### src/rtl/pe_pkg.sv
// pe_pkg: bf16 format defaults, constants and the PE control state encoding.
package pe_pkg;
    localparam int DEF_EXP_BIT  = 8;
    localparam int DEF_MAT_BIT  = 7;
    localparam int DEF_DATA_BIT = DEF_EXP_BIT + DEF_MAT_BIT + 1;
    localparam logic [15:0] BF16_ZERO = 16'h0000;
    localparam logic [15:0] BF16_ONE  = 16'h3F80;
    typedef enum logic [1:0] {IDLE, ACC, DRAIN, OUT} state_t;
endpackage

### src/rtl/add_fp.sv
// add_fp: float add, round-to-nearest-even, subnormals flushed; optional output register.
module add_fp import pe_pkg::*; #(
    parameter int EXP_BIT         = DEF_EXP_BIT,
    parameter int MAT_BIT         = DEF_MAT_BIT,
    parameter int DATA_BIT        = EXP_BIT + MAT_BIT + 1,
    parameter int ENABLE_PIPELINE = 0
) (
    input  logic                clk,
    input  logic                rst,
    input  logic [DATA_BIT-1:0] a,
    input  logic [DATA_BIT-1:0] b,
    output logic [DATA_BIT-1:0] y
);
    localparam int E = EXP_BIT;
    localparam int M = MAT_BIT;
    localparam int W = M + 4;
    localparam logic [E+1:0] EMAX = (E+2)'((1 << E) - 1);
    localparam logic [DATA_BIT-1:0] QNAN = {1'b0, {E{1'b1}}, 1'b1, {(M-1){1'b0}}};
    logic [DATA_BIT-1:0] x, z, y_c, y_q;
    logic sx, sub, rnd;
    logic [E-1:0] ex, ez, d;
    logic [W-1:0] mx, mz0, mz;
    logic [W:0] s;
    logic [E+1:0] e, re;
    logic [E+M+1:0] r;
    always_comb begin
        {x, z} = (a[DATA_BIT-2:0] < b[DATA_BIT-2:0]) ? {b, a} : {a, b};
        sx = x[DATA_BIT-1];
        sub = x[DATA_BIT-1] ^ z[DATA_BIT-1];
        ex = x[DATA_BIT-2 -: E];
        ez = z[DATA_BIT-2 -: E];
        d = ex - ez;
        // three extra low bits hold guard, round and sticky
        mx = {1'b1, x[M-1:0], 3'b000};
        mz0 = {1'b1, z[M-1:0], 3'b000};
        mz = mz0 >> d;
        mz[0] = mz[0] | (|(mz0 & ~({W{1'b1}} << d)));
        s = sub ? {1'b0, mx} - {1'b0, mz} : {1'b0, mx} + {1'b0, mz};
        e = {2'b0, ex} + {{(E+1){1'b0}}, s[W]};
        s = s[W] ? {1'b0, s[W:2], |s[1:0]} : s;
        for (int i = 0; i < W; i++) begin
            if (!s[W-1] && s != 0) begin
                s = s << 1;
                e = e - 1'b1;
            end
        end
        rnd = s[2] & (s[1] | s[0] | s[3]);
        r = {e, s[W-2:3]} + {{(E+M+1){1'b0}}, rnd};
        re = r[E+M+1:M];
        y_c = (ex == '1) ? ((ez == '1 && sub) ? QNAN : x) :
              (ez == 0) ? ((ex == 0) ? {sx & z[DATA_BIT-1], {(DATA_BIT-1){1'b0}}} : x) :
              (s == 0) ? {DATA_BIT{1'b0}} :
              ($signed(re) <= 0) ? {sx, {(DATA_BIT-1){1'b0}}} :
              ($signed(re) >= $signed(EMAX)) ? {sx, {E{1'b1}}, {M{1'b0}}} :
              {sx, re[E-1:0], r[M-1:0]};
    end
    always_ff @(posedge clk or negedge rst) begin
        if (!rst) y_q <= '0;
        else y_q <= y_c;
    end
    assign y = (ENABLE_PIPELINE != 0) ? y_q : y_c;
endmodule

### src/rtl/mul_fp.sv
// mul_fp: combinational float multiply, round-to-nearest-even, subnormals flushed to zero.
module mul_fp import pe_pkg::*; #(
    parameter int EXP_BIT  = DEF_EXP_BIT,
    parameter int MAT_BIT  = DEF_MAT_BIT,
    parameter int DATA_BIT = EXP_BIT + MAT_BIT + 1
) (
    input  logic [DATA_BIT-1:0] a,
    input  logic [DATA_BIT-1:0] b,
    output logic [DATA_BIT-1:0] y
);
    localparam int E = EXP_BIT;
    localparam int M = MAT_BIT;
    localparam logic [E+1:0] BIAS = (E+2)'((1 << (E-1)) - 1);
    localparam logic [E+1:0] EMAX = (E+2)'((1 << E) - 1);
    localparam logic [DATA_BIT-1:0] QNAN = {1'b0, {E{1'b1}}, 1'b1, {(M-1){1'b0}}};
    logic sy, hi, g, st;
    logic [E-1:0] ea, eb;
    logic [2*M+1:0] pm;
    logic [M-1:0] frac;
    logic [E+1:0] e, re;
    logic [E+M+1:0] r;
    always_comb begin
        sy = a[DATA_BIT-1] ^ b[DATA_BIT-1];
        ea = a[DATA_BIT-2 -: E];
        eb = b[DATA_BIT-2 -: E];
        pm = (2*M+2)'({1'b1, a[M-1:0]}) * (2*M+2)'({1'b1, b[M-1:0]});
        hi = pm[2*M+1];
        frac = hi ? pm[2*M:M+1] : pm[2*M-1:M];
        g = hi ? pm[M] : pm[M-1];
        st = hi ? |pm[M-1:0] : |pm[M-2:0];
        e = {2'b0, ea} + {2'b0, eb} - BIAS + {{(E+1){1'b0}}, hi};
        // rounding carry ripples from the fraction straight into the exponent
        r = {e, frac} + {{(E+M+1){1'b0}}, g & (st | frac[0])};
        re = r[E+M+1:M];
        y = ((ea == '1 && (a[M-1:0] != 0 || eb == 0)) || (eb == '1 && (b[M-1:0] != 0 || ea == 0))) ? QNAN :
            (ea == '1 || eb == '1) ? {sy, {E{1'b1}}, {M{1'b0}}} :
            (ea == 0 || eb == 0 || $signed(re) <= 0) ? {sy, {(DATA_BIT-1){1'b0}}} :
            ($signed(re) >= $signed(EMAX)) ? {sy, {E{1'b1}}, {M{1'b0}}} :
            {sy, re[E-1:0], r[M-1:0]};
    end
endmodule

### src/rtl/pe_dot_ctrl.sv
// pe_dot_ctrl: vector FSM, element counter and operand/result handshake for pe_dot_fp.
module pe_dot_ctrl import pe_pkg::*; #(
    parameter int MAX_LEN = 256,
    parameter int CNT_BIT = $clog2(MAX_LEN) + 1
) (
    input  logic               clk,
    input  logic               rst,
    input  logic               in_valid,
    input  logic               in_last,
    input  logic               out_ready,
    output logic               in_ready,
    output logic               accept,
    output logic               first,
    output logic               drain,
    output logic               out_valid,
    output logic [CNT_BIT-1:0] out_count,
    output logic               out_trunc
);
    state_t state, state_nx;
    logic alive, trunc_q, at_max, last;
    logic [CNT_BIT-1:0] cnt;
    // alive keeps in_ready low until the first edge after reset is released
    assign in_ready = alive && (state == IDLE || state == ACC);
    assign accept = in_valid & in_ready;
    assign first = cnt == '0;
    assign at_max = cnt == CNT_BIT'(MAX_LEN - 1);
    assign last = in_last | at_max;
    assign drain = state == DRAIN;
    assign out_valid = state == OUT;
    always_comb begin
        state_nx = state;
        case (state)
            IDLE, ACC: state_nx = accept ? (last ? DRAIN : ACC) : state;
            DRAIN:     state_nx = OUT;
            OUT:       state_nx = out_ready ? IDLE : OUT;
            default:   state_nx = IDLE;
        endcase
    end
    always_ff @(posedge clk or negedge rst) begin
        if (!rst) begin
            state <= IDLE;
            alive <= 1'b0;
            cnt <= '0;
            trunc_q <= 1'b0;
            out_count <= '0;
            out_trunc <= 1'b0;
        end else begin
            state <= state_nx;
            alive <= 1'b1;
            if (accept) begin
                cnt <= cnt + 1'b1;
                trunc_q <= ~in_last & at_max;
            end
            if (drain) begin
                cnt <= '0;
                out_count <= cnt;
                out_trunc <= trunc_q;
            end
        end
    end
endmodule

### src/rtl/pe_dot_fp.sv
// pe_dot_fp: streaming bf16 dot-product PE; multiply stage then single-cycle accumulate,
// one result per vector.
module pe_dot_fp import pe_pkg::*; #(
    parameter int EXP_BIT  = DEF_EXP_BIT,
    parameter int MAT_BIT  = DEF_MAT_BIT,
    parameter int DATA_BIT = EXP_BIT + MAT_BIT + 1,
    parameter int MAX_LEN  = 256,
    parameter int CNT_BIT  = $clog2(MAX_LEN) + 1
) (
    input  logic                clk,
    input  logic                rst,
    input  logic                in_valid,
    output logic                in_ready,
    input  logic [DATA_BIT-1:0] in_a,
    input  logic [DATA_BIT-1:0] in_b,
    input  logic                in_last,
    output logic                out_valid,
    input  logic                out_ready,
    output logic [DATA_BIT-1:0] out_data,
    output logic [CNT_BIT-1:0]  out_count,
    output logic                out_trunc
);
    logic accept, first, drain, v_q, first_q;
    logic [DATA_BIT-1:0] prod, prod_q, acc, acc_in, sum;
    pe_dot_ctrl #(.MAX_LEN(MAX_LEN), .CNT_BIT(CNT_BIT)) u_ctrl (
        .clk(clk), .rst(rst), .in_valid(in_valid), .in_last(in_last), .out_ready(out_ready),
        .in_ready(in_ready), .accept(accept), .first(first), .drain(drain),
        .out_valid(out_valid), .out_count(out_count), .out_trunc(out_trunc)
    );
    mul_fp #(.EXP_BIT(EXP_BIT), .MAT_BIT(MAT_BIT), .DATA_BIT(DATA_BIT)) u_mul (
        .a(in_a), .b(in_b), .y(prod)
    );
    // the first product of a vector is added to zero so acc never needs an explicit clear
    assign acc_in = first_q ? DATA_BIT'(BF16_ZERO) : acc;
    add_fp #(.EXP_BIT(EXP_BIT), .MAT_BIT(MAT_BIT), .DATA_BIT(DATA_BIT), .ENABLE_PIPELINE(0)) u_add (
        .clk(clk), .rst(rst), .a(acc_in), .b(prod_q), .y(sum)
    );
    always_ff @(posedge clk or negedge rst) begin
        if (!rst) begin
            v_q <= 1'b0;
            first_q <= 1'b0;
            prod_q <= '0;
            acc <= '0;
            out_data <= '0;
        end else begin
            v_q <= accept;
            if (accept) begin
                prod_q <= prod;
                first_q <= first;
            end
            if (v_q) acc <= sum;
            if (drain) out_data <= sum;
        end
    end
endmodule

### config.mk
export PLATFORM = sky130hd
export DESIGN_NAME = pe_dot_fp
export DESIGN_NICKNAME = d
export VERILOG_FILES = /design/src/rtl/pe_pkg.sv /design/src/rtl/add_fp.sv /design/src/rtl/mul_fp.sv /design/src/rtl/pe_dot_ctrl.sv /design/src/rtl/pe_dot_fp.sv
export SDC_FILE = /design/constraint.sdc
export NUM_CORES = 1
export LEC_CHECK = 0
export CAP_MARGIN = 10
export CORE_MARGIN = 4
export CORE_UTILIZATION = 55
export CTS_BUF_LIST = sky130_fd_sc_hd__clkbuf_4 sky130_fd_sc_hd__clkbuf_8 sky130_fd_sc_hd__clkbuf_16
export DETAILED_ROUTE_END_ITERATION = 8
export PLACE_DENSITY = 0.73
export SLEW_MARGIN = 10
export SYNTH_ARGS = -nofsm -noshare
export SYNTH_HDL_FRONTEND = slang
export SYNTH_SLANG_ARGS = --single-unit
### constraint.sdc
create_clock -name clk -period 37.8 [get_ports clk]
set_input_delay 7.56 -clock clk [delete_from_list [all_inputs] [get_ports clk]]
set_output_delay 7.56 -clock clk [all_outputs]
set_load 0.03 [all_outputs]
Word-level counts from Yosys, hierarchy flattened --
Index checks and enable logic that the tools add are counted.
Storage, ports and cells: flip-flop bits (word level) 73
Operators by class: $add $sub $neg 21, multiply operators 1, order comparisons 5, equal/unequal tests 9, shifts and indexed selects 2, mux-type cells 46, bitwise operators 15, reductions and logical operators 59
Operators by type and width (number):
- 12-bit two-way mux | 12
- 12-bit nonzero test | 11
- 16-bit two-way mux | 7
- 10-bit two-way mux | 11
- 10-bit by 1-bit subtractor with 10-bit output, second input constant | 11
- 15-bit two-way mux | 5
- 17-bit by 1-bit adder with 17-bit output | 2
- 8-bit == test, second input constant | 4
- 8-bit zero test | 4
- 32-bit two-way mux | 1
- 10-bit by 9-bit greater-or-equal comparator with 1-bit output, second input constant | 2
- 10-bit by 1-bit less-or-equal comparator with 1-bit output, second input constant | 2
- 9-bit two-way mux | 2
- 8-bit by 8-bit multiplier with 16-bit output | 1
- 1-bit logical AND | 15
- 15-bit less-than comparator | 1
- 7-bit nonzero test | 2
- 11-bit by 11-bit adder with 12-bit output | 1
- 12-bit zero test | 1
- 11-bit by 11-bit subtractor with 12-bit output | 1
- 11-bit AND | 1
- 1-bit zero test | 11
- 11-bit two-way mux | 1
- 11-bit NOT | 1
- 28 further kinds | 48

Depth between registers and ports, before layout --
depth in word-level cells 56, gate-level depth with buffers 73, mapped depth without buffers 70

Cells and area by module --
From an unflattened synthesis, not the netlist that was laid out.
Second synthesis, totals: cell total of the unflattened synthesis 1998, area total of the unflattened synthesis 15557.4 um^2
By module, submodules not included:
- add_fp | instances 1, cells each 1287, area each 8660.8 um^2, sequential area each 0.0 um^2
- mul_fp | instances 1, cells each 478, area each 3722.3 um^2, sequential area each 0.0 um^2
- pe_dot_fp | instances 1, cells each 122, area each 2114.5 um^2, sequential area each 1251.2 um^2
- pe_dot_ctrl | instances 1, cells each 111, area each 1059.8 um^2, sequential area each 575.6 um^2

Worst setup path after synthesis --
Ideal clock, no wire load.
path kind in2reg, start point input in_b[4], end point register prod_q[10], data arrival time 15208 ps, data required time 37717 ps, setup slack 22509 ps, stages on the path 41, buffers on the path 1, path through and2_1 -> fa_1 -> fa_1 -> inv_1 -> fa_1 -> fa_1 -> inv_1 -> ha_1 -> inv_1 -> o21bai_1 -> a21oi_1 -> nor2_1 -> nor2_1 -> nor2b_1 -> o21ai_0 -> nand2_1 -> a21oi_1 -> o21bai_1 -> [5 not listed] -> inv_1 -> ha_1 -> nor3b_1 -> nand2_1 -> or3_1 -> inv_1 -> nand3_1 -> nor3b_1 -> nor2b_1 -> xnor2_1 -> or4b_2 -> o21ai_0 -> a221oi_1 -> nor2_1 -> nor2_1 -> nor2_1 -> o21ai_0 -> o21ai_0
On the way: word-level cells in the longest chain between the ends 11, elaborated cells between the ends (all ways) 21, classes of those cells 2 x add/sub; 1 x mul; 2 x order compare; 7 x mux; 2 x bitwise; 7 x reduce/logical
Ends and longest elaborated chain:
- start, declared | line pe_dot_fp.sv:15 | input logic [DATA_BIT-1:0] in_b,
- branches (longest 10 deep; another with 17-bit by 1-bit adder with 17-bit output)
- 16-bit two-way mux * | line mul_fp.sv:35 | y = ((ea == '1 && (a[M-1:0] != 0 || eb == 0)) || (eb == '1 && (b[M-1:0] != 0 || ea == 0))) ? QNAN :
- end signal, assigned | line pe_dot_fp.sv:48 | prod_q <= prod;
- end, declared | line pe_dot_fp.sv:24 | logic [DATA_BIT-1:0] prod, prod_q, acc, acc_in, sum;
Every way passes the cells marked *. A chain may end at the register's enable or synchronous reset.

Worst setup path after layout --
start point register first_q, end point register acc[0]
On the way: word-level cells in the longest chain between the ends 56, elaborated cells between the ends (all ways) 102, classes of those cells 16 x add/sub; 3 x order compare; 2 x eq/ne; 2 x shift; 33 x mux; 7 x bitwise; 39 x reduce/logical
Ends and longest elaborated chain:
- start, declared | line pe_dot_fp.sv:23 | logic accept, first, drain, v_q, first_q;
- start signal, assigned | line pe_dot_fp.sv:49 | first_q <= first;
- 16-bit two-way mux * | line pe_dot_fp.sv:34 | assign acc_in = first_q ? DATA_BIT'(BF16_ZERO) : acc;
- 15-bit less-than comparator | line add_fp.sv:27 | {x, z} = (a[DATA_BIT-2:0] < b[DATA_BIT-2:0]) ? {b, a} : {a, b};
- 32-bit two-way mux * | line add_fp.sv:27
- branches (longest 52 deep; another with 11-bit by 11-bit adder with 12-bit output)
- 16-bit two-way mux * | line add_fp.sv:50 | y_c = (ex == '1) ? ((ez == '1 && sub) ? QNAN : x) :
- end signal, assigned | line pe_dot_fp.sv:51 | if (v_q) acc <= sum;
- end, declared | line pe_dot_fp.sv:24
Marked as above.

==> run_results.csv <==
group,metric,value,unit
synthesis,synthCells,1878,
drt,firstDrtPassIters,5,
min_path,min_to,"u_ctrl.out_trunc",
timing,rsz0062_at_grt,"false",
min_path,hold-path-cell-count,2,
grt,grt_pass1_vias,13400,
floorplanning,rows,57,
critical_path,cp_slowest_cell,"xnor2_1",
finish,fin_nets,2063,
floorplanning,num_io_pins,65,
drt,drtAntennaViolNets,0,
synthesis,yosysSeqAreaShare,13.2,%
grt,grt_pass1_wl,67000,µm
synthesis,ys_async_sr_fraction,100,%
drt,wl_per_cell,18.2,µm
grt,grt_max_degree,74,
min_path,hp-class,"reg2reg",
grt,overflow,0,
drt,met1_length,18900,µm
synthesis,synth_edf_count,0,
placed_design,dp_hpwl,32500,µm
drt,drtIter0Drc,1548,
critical_path,reg2reg_to,"acc[0]",
floorplanning,chipHeight,167,µm
placed_design,place_congestion,1.01,
critical_path,arrival,17.19,ns
cts,clk_pin_slew_worst_paths,0.06,ns
drt,drt_wl_total,40400,µm
timing,finalCritPeriodShare,44.8,%
finish,antenna_cells,0,
critical_path,critPathKind,"reg2reg",
critical_path,crit_path_max_fanout,21,
critical_path,worstSetupEndpointType,"flop",
drt,wl_met2,18200,µm
timing,fin_skew,0.00818,ns
min_path,hp-start,"u_ctrl.trunc_q",
drt,dr.max_layer_used,"met4",
drt,dr_wl_met3,2460,µm
floorplanning,die-area,0.0278,mm²
finish,syn_to_final_growth,8.43,%
critical_path,r2r_setup_slack,20.86,ns
cts,clk_latency,0.34,ns
cts,cts_buffers,9,
cts,clock_path_buffers,2,
timing,hold_viol,0,
cts,ctsHoldBuffers,0,
timing,relSlewSlack,27.1,%
floorplanning,dieWidth,167,µm
critical_path,cp.required,38.05,ns
synthesis,ys_types,117,
grt,antenna_found_initial,0,
run_status,status,"complete, no violations",
timing,finalCriticalPeriod,16.94,ns
synthesis,synth_flop_cell,"dfrtp_1",
cts,cts_root_buffer,"clkbuf_16",
placed_design,port-buffer-count,64,
critical_path,slowest_delay,0.71,ns
drt,viasPerCell,6.33,
cts,cts_resized,0,
timing,finalMaxSlewViolations,0,
synthesis,yosys_warnings,0,
critical_path,ff2ff_path_depth,64,
cts,h-tree-depth,3,
synthesis,netlist_area,0.0138,mm²
floorplanning,core_area,0.0245,mm²
critical_path,reg2reg_from,"first_q",
synthesis,syn_avg_cell_area,7.37,µm²
critical_path,worstSetupStartpoint,"first_q",
timing,tightestPinTransition,1.09,ns
synthesis,ys_ff_latch,73,
cts,cts_setup_buffers,0,
floorplanning,initial_utilization,56.4,%
timing,fmax,59.0,MHz
critical_path,critPathMostFrequentCell,"ha_1",
timing,finalSetupViolCount,0,
critical_path,crit_path_start_kind,"flop",
cts,clkSinkCount,73,
cts,cts_tree,"done",
drt,vias,14100,
run,cap_violations,0,
drt,drc,0,
grt,grt_use_total,28.2,%
finish,layout-drive-gt1-share,6.16,%
synthesis,synth_fp_nets,2046,
timing,fin_setup_tns,0,ns
[worst max path at each step]
stage               slack [ns]         end  depth (start not counted)
floorplan                22.51  prod_q[10]                         41
global placement         20.89  prod_q[11]                         41
detailed placement       20.76  prod_q[11]                         41
CTS                      21.11   prod_q[8]                         41
global route             19.50      acc[3]                         64
finish                   20.86      acc[0]                         64
[critical path: cells and delay by family (launching register included)]
kind / cells / cell delay, ns
compound gates: 19 / 4.73
simple gates: 26 / 5.72
fa+ha+maj: 9 / 2.79
mux: 3 / 0.86
xor+xnor: 4 / 1.67
buf+inv: 3 / 0.37
flops: 1 / 0.68
[metal layers]
metal  global-route usage (%)  vias to the layer above
li1                         -                     6818
met1                     40.5                     6661
met3                     3.20                       68
met5                        0                        -
met2                     45.4                      541
met4                     7.47                        0
[per-stage QoR]
| step | cell area, µm² | setup slack, ns | hold WS (ns) | utilization [%] | instances |
|---|---|---|---|---|---|
| after floorplan | 13800 | 22.51 | 0.439 | - | 1878 |
| after global placement | 14700 | 20.89 | 0.456 | 59.9 | 2208 |
| after detailed placement | 14700 | 20.76 | 0.465 | 59.9 | 2208 |
| after CTS | 15000 | 21.11 | 0.477 | 61.2 | 2224 |
| after global routing | 15000 | 19.50 | 0.495 | 61.2 | 2224 |
| final | 15000 | 20.86 | 0.470 | 61.2 | 2224 |
[sequential cells by signal, indices dropped and copies added, names as in the netlist]
signal / count
u_ctrl.out_trunc: 1
first_q: 1
u_ctrl.out_count: 9
u_ctrl.alive: 1
out_data: 16
acc: 16
v_q: 1
u_ctrl.cnt: 9
prod_q: 16
u_ctrl.state: 2
u_ctrl.trunc_q: 1
[synth_stat cells, types with 7 or more instances]
| library cell | n | share of area [%] |
|---|---|---|
| nor2_1 | 184 | 5.0 |
| mux2i_1 | 26 | 1.9 |
| and3_1 | 18 | 0.81 |
| nor2b_1 | 23 | 1.0 |
| nor4_1 | 20 | 0.90 |
| o21ai_0 | 94 | 3.4 |
| a31oi_1 | 46 | 2.1 |
| buf_2 | 16 | 0.58 |
| o211ai_1 | 18 | 0.98 |
| a21oi_1 | 101 | 3.7 |
| o21ai_1 | 29 | 1.0 |
| nand2b_1 | 36 | 1.6 |
| fa_1 | 38 | 5.5 |
| or2_2 | 9 | 0.41 |
| mux2_2 | 16 | 1.3 |
| o31ai_1 | 17 | 0.92 |
| a21o_1 | 17 | 0.92 |
| a21boi_0 | 7 | 0.38 |
| a32oi_1 | 8 | 0.51 |
| o21bai_1 | 16 | 0.87 |
| clkbuf_1 | 50 | 1.4 |
| dfrtp_1 | 73 | 13 |
| and2_1 | 63 | 2.8 |
| o21a_1 | 8 | 0.43 |
| nand2_1 | 187 | 5.1 |
| xnor2_2 | 7 | 0.82 |
| nand3_1 | 71 | 2.6 |
| nor3b_1 | 9 | 0.49 |
| xnor2_1 | 78 | 4.9 |
| a22oi_1 | 9 | 0.49 |
| o22ai_1 | 9 | 0.41 |
| nor3_1 | 41 | 1.5 |
| nand4_1 | 35 | 1.6 |
| a211oi_1 | 19 | 1.0 |
| inv_1 | 129 | 3.5 |
| nand4b_1 | 11 | 0.70 |
| xor2_1 | 55 | 3.5 |
| or3_1 | 26 | 1.2 |
| ha_1 | 93 | 8.4 |
| a211o_1 | 8 | 0.51 |
[cells by family after synthesis]
family	after synthesis	share of synthesized area, %
multiplexers	44	3.51
AO/OA/AOI/OAI	497	24.5
XOR/XNOR	146	10.1
other	1	0.0271
buffers and inverters	204	5.79
flip-flops	73	13.2
adder cells (fa/ha/maj)	131	13.9
AND/OR/NAND/NOR	782	29.0
[layout by cell type, fill, tap and decap left out, types with 36 or more instances in the layout]
cell type        instances
dfrtp_1                 73
nand2_1                187
a31oi_1                 46
nand2b_1                36
inv_1                  129
nand3_1                 71
nor3_1                  41
a21oi_1                101
and2_1                  63
fa_1                    38
o21ai_0                 94
ha_1                    93
xor2_1                  55
xnor2_1                 78
nor2_1                 184
clkdlybuf4s50_1         63
[layout make-up]
| cell class | count | area [µm²] |
|---|---|---|
| Multi-Input combinational cell | 1601 | 11200 |
| Fill cell | 2289 | 9530 |
| Sequential cell | 73 | 1830 |
| Timing Repair Buffer | 78 | 743 |
| Inverter | 132 | 495 |
| Tap cell | 324 | 405 |
| Clock buffer | 14 | 282 |
| Clock inverter | 2 | 35.0 |
Power is left out: the tool's default activity adds up to more than one toggle a clock period on the data nets, which glitch-free logic cannot reach.
